## config.mk

```make
export PLATFORM = sky130hd
export DESIGN_NAME = inst_fetcher
export DESIGN_NICKNAME = d
export VERILOG_FILES = /design/src/rtl/inst_fetcher.sv
export SDC_FILE = /design/constraint.sdc
export NUM_CORES = 2
export LEC_CHECK = 0
export ABC_AREA = 1
export CORE_MARGIN = 2
export CORE_UTILIZATION = 30
export DETAILED_ROUTE_END_ITERATION = 8
export PLACE_DENSITY = 0.47
export SLEW_MARGIN = 5
export SYNTH_ARGS = -nofsm -noshare
export SYNTH_HDL_FRONTEND = slang
export SYNTH_SLANG_ARGS = --single-unit
```

## constraint.sdc

```tcl
create_clock -name clk -period 6.5 [get_ports clk]
set_clock_uncertainty 0.1 [all_clocks]
set_input_delay 1.95 -clock clk [delete_from_list [all_inputs] [get_ports clk]]
set_output_delay 1.95 -clock clk [all_outputs]
set_load 0.1 [all_outputs]
```

## src/rtl/inst_fetcher.sv

```systemverilog
`default_nettype none
// ============================================================================
// Module   : inst_fetcher
// Purpose  : Instruction-fetch stage. Holds the PC and a direct-mapped,
//            one-word-per-line instruction cache. Hits are delivered to the
//            instruction queue at one per cycle. A miss raises a level-held
//            request to the memory controller until it reports done. The
//            next PC is predicted as PC+4, and the ROB corrects it with a
//            jump/flush redirect.
// Ports    : clk, rst (async, active-low), rdy (global enable)
//            iJMP_en/iJMP_pc    - redirect from the ROB
//            iIQ_full           - instruction queue back-pressure
//            oIQ_valid/inst/pc  - registered instruction output (pulse)
//            oMC_en/oMC_addr    - registered fetch request (level-held)
//            iMC_done/iMC_inst  - refill completion pulse and data word
// Revision : 1.0 - initial release
// ============================================================================
module inst_fetcher #(
    parameter int          IDX_W    = 6,
    parameter logic [31:0] RESET_PC = 32'h0
) (
    input  logic        clk,
    input  logic        rst,
    input  logic        rdy,
    input  logic        iJMP_en,
    input  logic [31:0] iJMP_pc,
    input  logic        iIQ_full,
    output logic        oIQ_valid,
    output logic [31:0] oIQ_inst,
    output logic [31:0] oIQ_pc,
    output logic        oMC_en,
    output logic [31:0] oMC_addr,
    input  logic        iMC_done,
    input  logic [31:0] iMC_inst
);

    localparam int LINES = 1 << IDX_W;
    localparam int TAG_W = 30 - IDX_W;

    typedef enum logic [0:0] {
        LOOKUP = 1'b0,
        MISS   = 1'b1
    } state_t;

    state_t            state;
    logic              discard;
    logic [31:0]       pc;
    logic [LINES-1:0]  line_valid;
    logic [TAG_W-1:0]  tag_mem  [LINES];
    logic [31:0]       data_mem [LINES];

    logic [IDX_W-1:0]  lookup_idx;
    logic [TAG_W-1:0]  lookup_tag;
    logic [IDX_W-1:0]  fill_idx;
    logic [TAG_W-1:0]  fill_tag;
    logic              hit;
    logic              fill;

    assign lookup_idx = pc[IDX_W+1:2];
    assign lookup_tag = pc[31:IDX_W+2];
    // The refill address is the held request address, not the (possibly
    // redirected) PC.
    assign fill_idx   = oMC_addr[IDX_W+1:2];
    assign fill_tag   = oMC_addr[31:IDX_W+2];
    assign hit        = line_valid[lookup_idx] && (tag_mem[lookup_idx] == lookup_tag);
    assign fill       = rdy && (state == MISS) && iMC_done;

    // Tag/data arrays carry no reset: only the valid bits need clearing,
    // and fill can never be true while reset holds the FSM in LOOKUP.
    always_ff @(posedge clk) begin
        if (fill) begin
            tag_mem[fill_idx]  <= fill_tag;
            data_mem[fill_idx] <= iMC_inst;
        end
    end

    always_ff @(posedge clk or negedge rst) begin
        if (!rst) begin
            state      <= LOOKUP;
            discard    <= 1'b0;
            pc         <= RESET_PC;
            line_valid <= '0;
            oIQ_valid  <= 1'b0;
            oIQ_inst   <= 32'h0;
            oIQ_pc     <= 32'h0;
            oMC_en     <= 1'b0;
            oMC_addr   <= 32'h0;
        end else if (rdy) begin
            oIQ_valid <= 1'b0;
            case (state)
                LOOKUP: begin
                    if (iJMP_en) begin
                        pc <= iJMP_pc;
                    end else if (iIQ_full) begin
                        pc <= pc;
                    end else if (hit) begin
                        oIQ_valid <= 1'b1;
                        oIQ_inst  <= data_mem[lookup_idx];
                        oIQ_pc    <= pc;
                        pc        <= pc + 32'd4;
                    end else begin
                        oMC_en   <= 1'b1;
                        oMC_addr <= pc;
                        state    <= MISS;
                    end
                end
                MISS: begin
                    if (iMC_done) begin
                        line_valid[fill_idx] <= 1'b1;
                        oMC_en  <= 1'b0;
                        state   <= LOOKUP;
                        discard <= 1'b0;
                        if (iJMP_en) begin
                            // Redirect coinciding with done: keep the fill,
                            // drop the word, take the new target.
                            pc <= iJMP_pc;
                        end else if (!discard) begin
                            // Refill output bypasses iIQ_full; the queue
                            // keeps a one-slot margin for this case.
                            oIQ_valid <= 1'b1;
                            oIQ_inst  <= iMC_inst;
                            oIQ_pc    <= oMC_addr;
                            pc        <= oMC_addr + 32'd4;
                        end
                    end else if (iJMP_en) begin
                        // Keep the request alive so the controller's
                        // sequencing stays intact; just drop its result.
                        pc      <= iJMP_pc;
                        discard <= 1'b1;
                    end
                end
                default: state <= LOOKUP;
            endcase
        end
    end

endmodule
`default_nettype wire

```

==> impl_metrics.toml <==
[worst_setup_path]
reg2reg_slack_ns = 1.12
crit_slowest_cell = "dfrtp_4"
critical_path_peak_fanout = 65
crit_chain = "nand2_1, clkinv_2, nand2_1, nand2_1, inv_2, nand2_1, nand2_1, nand2_1, nor2_1, nand2_1, nor2_1, nand3_1, nand2_4, nand2_4, nand2_1, nand2_1"
slowest_delay_ns = 0.78
end_kind = "flip-flop"
startpoint = "pc[6]$_DFFE_PN0P_"
crit_path_frequent_cell = "nand2_1"
worstReg2RegStart = "pc[6]$_DFFE_PN0P_"
crit_type = "reg2reg"
start_kind = "flip-flop"
crit_path_end = "oIQ_inst[11]$_DFFE_PN0P_"
crit_arrival_ns = 6.14
r2r-end = "oIQ_inst[11]$_DFFE_PN0P_"
reg2regPathDepth = 16
required_ns = 7.26

[route]
drt_first_pass_iters = 6
num_vias = 102568
avgRoutedWirePerCell_um = 27.2
drc_errors = 0
ant_nets = 0
routed_wirelength_um = 537000
routed_via_density = 5.19
drtIter0Drc = 12120

[logic_synthesis]
syn-cell-area_sq_um = 153000
async_flop_share = 0.0519
syn_inst = 12649
synth_warnings = 0
synth_largest_area_cell = "edfxtp_1"
seq_area_frac_synth = 0.736
synth.top_cell.area_share = 0.704
synth.avg_cell_area_sq_um = 12.1
synth_ff_type = "edfxtp_1"
syn_nets = 12721
synth_area_leaders = "edfxtp_1 70%, nor2_1 5.3%, o21ai_0 5.3%"
synth.distinct_cells = 48
synth-edff-count = 3584
synth_seq_cells = 3780

[sta]
finalHoldViolations = 0
fin_crit_ns = 5.38
fin_crit_sh = 0.828
tightest_slew_ns = 1.24
drv_slew = 0
fmax_ghz = 0.186
max-slew-margin-rel = 0.173
setup_viol = 0
setup_tns_ns = 0
rsz0062_at_grt = "false"

[floorplanning]
die-area_sq_um = 515000
start_util = 0.301
die_h_um = 718
rows = 262
io_pins = 168
dieWidth_um = 718
core-area_sq_um = 508000

[layout]
nets = 12789
seqCellArea_sq_um = 113000
multi_input_area_sq_um = 35500
n_fill_cell = 50116
fin_util = 0.347
design_area_sq_um = 176000
area_growth_pct = 15.2
fin_cells = 19779
drive_above_1_share = 0.0851

[cts]
cts_tree = "yes"
post_cts_resize_count = 0
path_clk_slew_ns = 0.06
cts_num_sinks = 3780
holdBufCountCts = 0
htreeDepth = 5
clock_path_buffers = 4
worstSkewPairLatency_ns = 1.00
cts_buffers = 397
cts_root_buf = "clkbuf_16"
postCtsSetupBuffers = 0

[hold_path]
hold_depth = 2
hp-class = "reg2reg"

[power_and_ir_drop]
internal-power_mw = 45.9
pwr-share-seq = 0.396
combinationalPowerShare = 0.295
power_density_nw_per_um2 = 413
swShare = 0.369
p_switching_mw = 26.9
pwr-share-clk = 0.309
ir_worst_vdd_mv = 0.367
p_leak_nw = 59.7

[placement]
placed_area_sq_um = 164000
io_buffers = 167
place_congestion = 0.839
post-place-cells = 19050
hpwlAfterDp_um = 285000

[grt]
grt_pass1_wl_um = 755000
grt_pass1_vias = 95896
grt.total_usage = 0.201
grt.overflow.total = 0
grt_max_degree = 165
antenna_found_initial = 35

[flow_run]
maxCapViolCount = 0

[outcome]
status = "complete, no violations"
-- worst min path at each step --
stage                                           from  slack (ns)                    endpoint
after floorplan           line_valid[38]$_DFFE_PN0P_        0.33  line_valid[38]$_DFFE_PN0P_
after global placement     line_valid[9]$_DFFE_PN0P_        0.34   line_valid[9]$_DFFE_PN0P_
after detailed placement   line_valid[5]$_DFFE_PN0P_        0.35   line_valid[5]$_DFFE_PN0P_
after CTS                 line_valid[61]$_DFFE_PN0P_        0.36  line_valid[61]$_DFFE_PN0P_
after global routing       line_valid[3]$_DFFE_PN0P_        0.38   line_valid[3]$_DFFE_PN0P_
final                      line_valid[6]$_DFFE_PN0P_        0.36   line_valid[6]$_DFFE_PN0P_
-- sequential cells by signal, summed over array words and instances (netlist names) --
| register | count |
|---|---|
| oIQ_pc | 32 |
| tag_mem | 1536 |
| oMC_addr | 32 |
| pc | 32 |
| oIQ_inst | 32 |
| state | 1 |
| oMC_en | 1 |
| discard | 1 |
| data_mem | 2048 |
| oIQ_valid | 1 |
| line_valid | 64 |
-- cells in the final DEF (no fill, tap or decap), types with 198 or more instances in the layout --
cell,count
inv_1,369
o221ai_1,198
o22ai_1,331
nand3_1,758
buf_4,246
nand2_1,1891
o21ai_0,1618
nor2_1,2100
clkbuf_16,403
edfxtp_1,3584
-- power by group through the flow --
stage | combinational (mW) | sequential (mW) | clock (mW)
final | 21.5 | 28.8 | 22.5
after global routing | 23.2 | 28.9 | 23.8
after CTS | 21.5 | 28.8 | 22.8
after detailed placement | 21.4 | 29.3 | 0
after global placement | 21.5 | 29.3 | 0
after floorplan | 11.0 | 31.2 | 0
-- cell type report --
| class | count | share of cell area |
|---|---|---|
| Sequential cell | 3780 | 0.639 |
| Inverter | 398 | 0.00876 |
| Clock buffer | 520 | 0.0604 |
| Clock inverter | 205 | 0.0105 |
| Tap cell | 6732 | 0.0478 |
| Antenna cell | 4 | 0.0000568 |
| Multi-Input combinational cell | 7622 | 0.202 |
| Timing Repair Buffer | 518 | 0.0317 |
-- synth_stat cells (38+ instances only) --
cell type  number
o21ai_0      1621
o22ai_1       331
buf_1          57
o211ai_1      146
buf_4          44
nor2_1       2166
inv_1         371
edfxtp_1     3584
o221ai_1      198
nand2_1      1894
buf_2         221
dfrtp_1       196
clkbuf_1      500
a21oi_1       176
nand4_1        38
o21ai_1       129
nand3_1       758
-- worst max-delay path, delay by kind of cell (launching register included) --
kind / cells / cell delay, ns
buffers and inverters: 2 / 0.91
AND/OR/NAND/NOR: 14 / 3.24
flip-flops: 1 / 0.78
-- cell families after synthesis --
logic type	count (synthesis)	synth area share
compound gates	2657	0.0978
simple gates	4941	0.129
fa+ha+maj	2	0.000164
xor+xnor	22	0.00126
buf+inv	1247	0.0349
flops	3780	0.736
-- stage by stage --
stage | setup WS (ns) | hold slack (ns) | power, mW
finish | 1.12 | 0.359 | 72.8
floorplan | 0.987 | 0.327 | 42.3
global route | 0.865 | 0.377 | 75.8
CTS | 1.07 | 0.359 | 73.2
global placement | 1.07 | 0.336 | 50.8
detailed placement | 1.02 | 0.345 | 50.8
-- routing by layer --
metal  GRT usage  up-vias  wire (um)
met5           0        -         56
met2       0.317     3834     245000
met1       0.291    52485     240000
met3      0.0297      689      38600
li1            -    45550          -
met4      0.0481       10      14000
No activity file was read; power rests on OpenSTA's default activity.
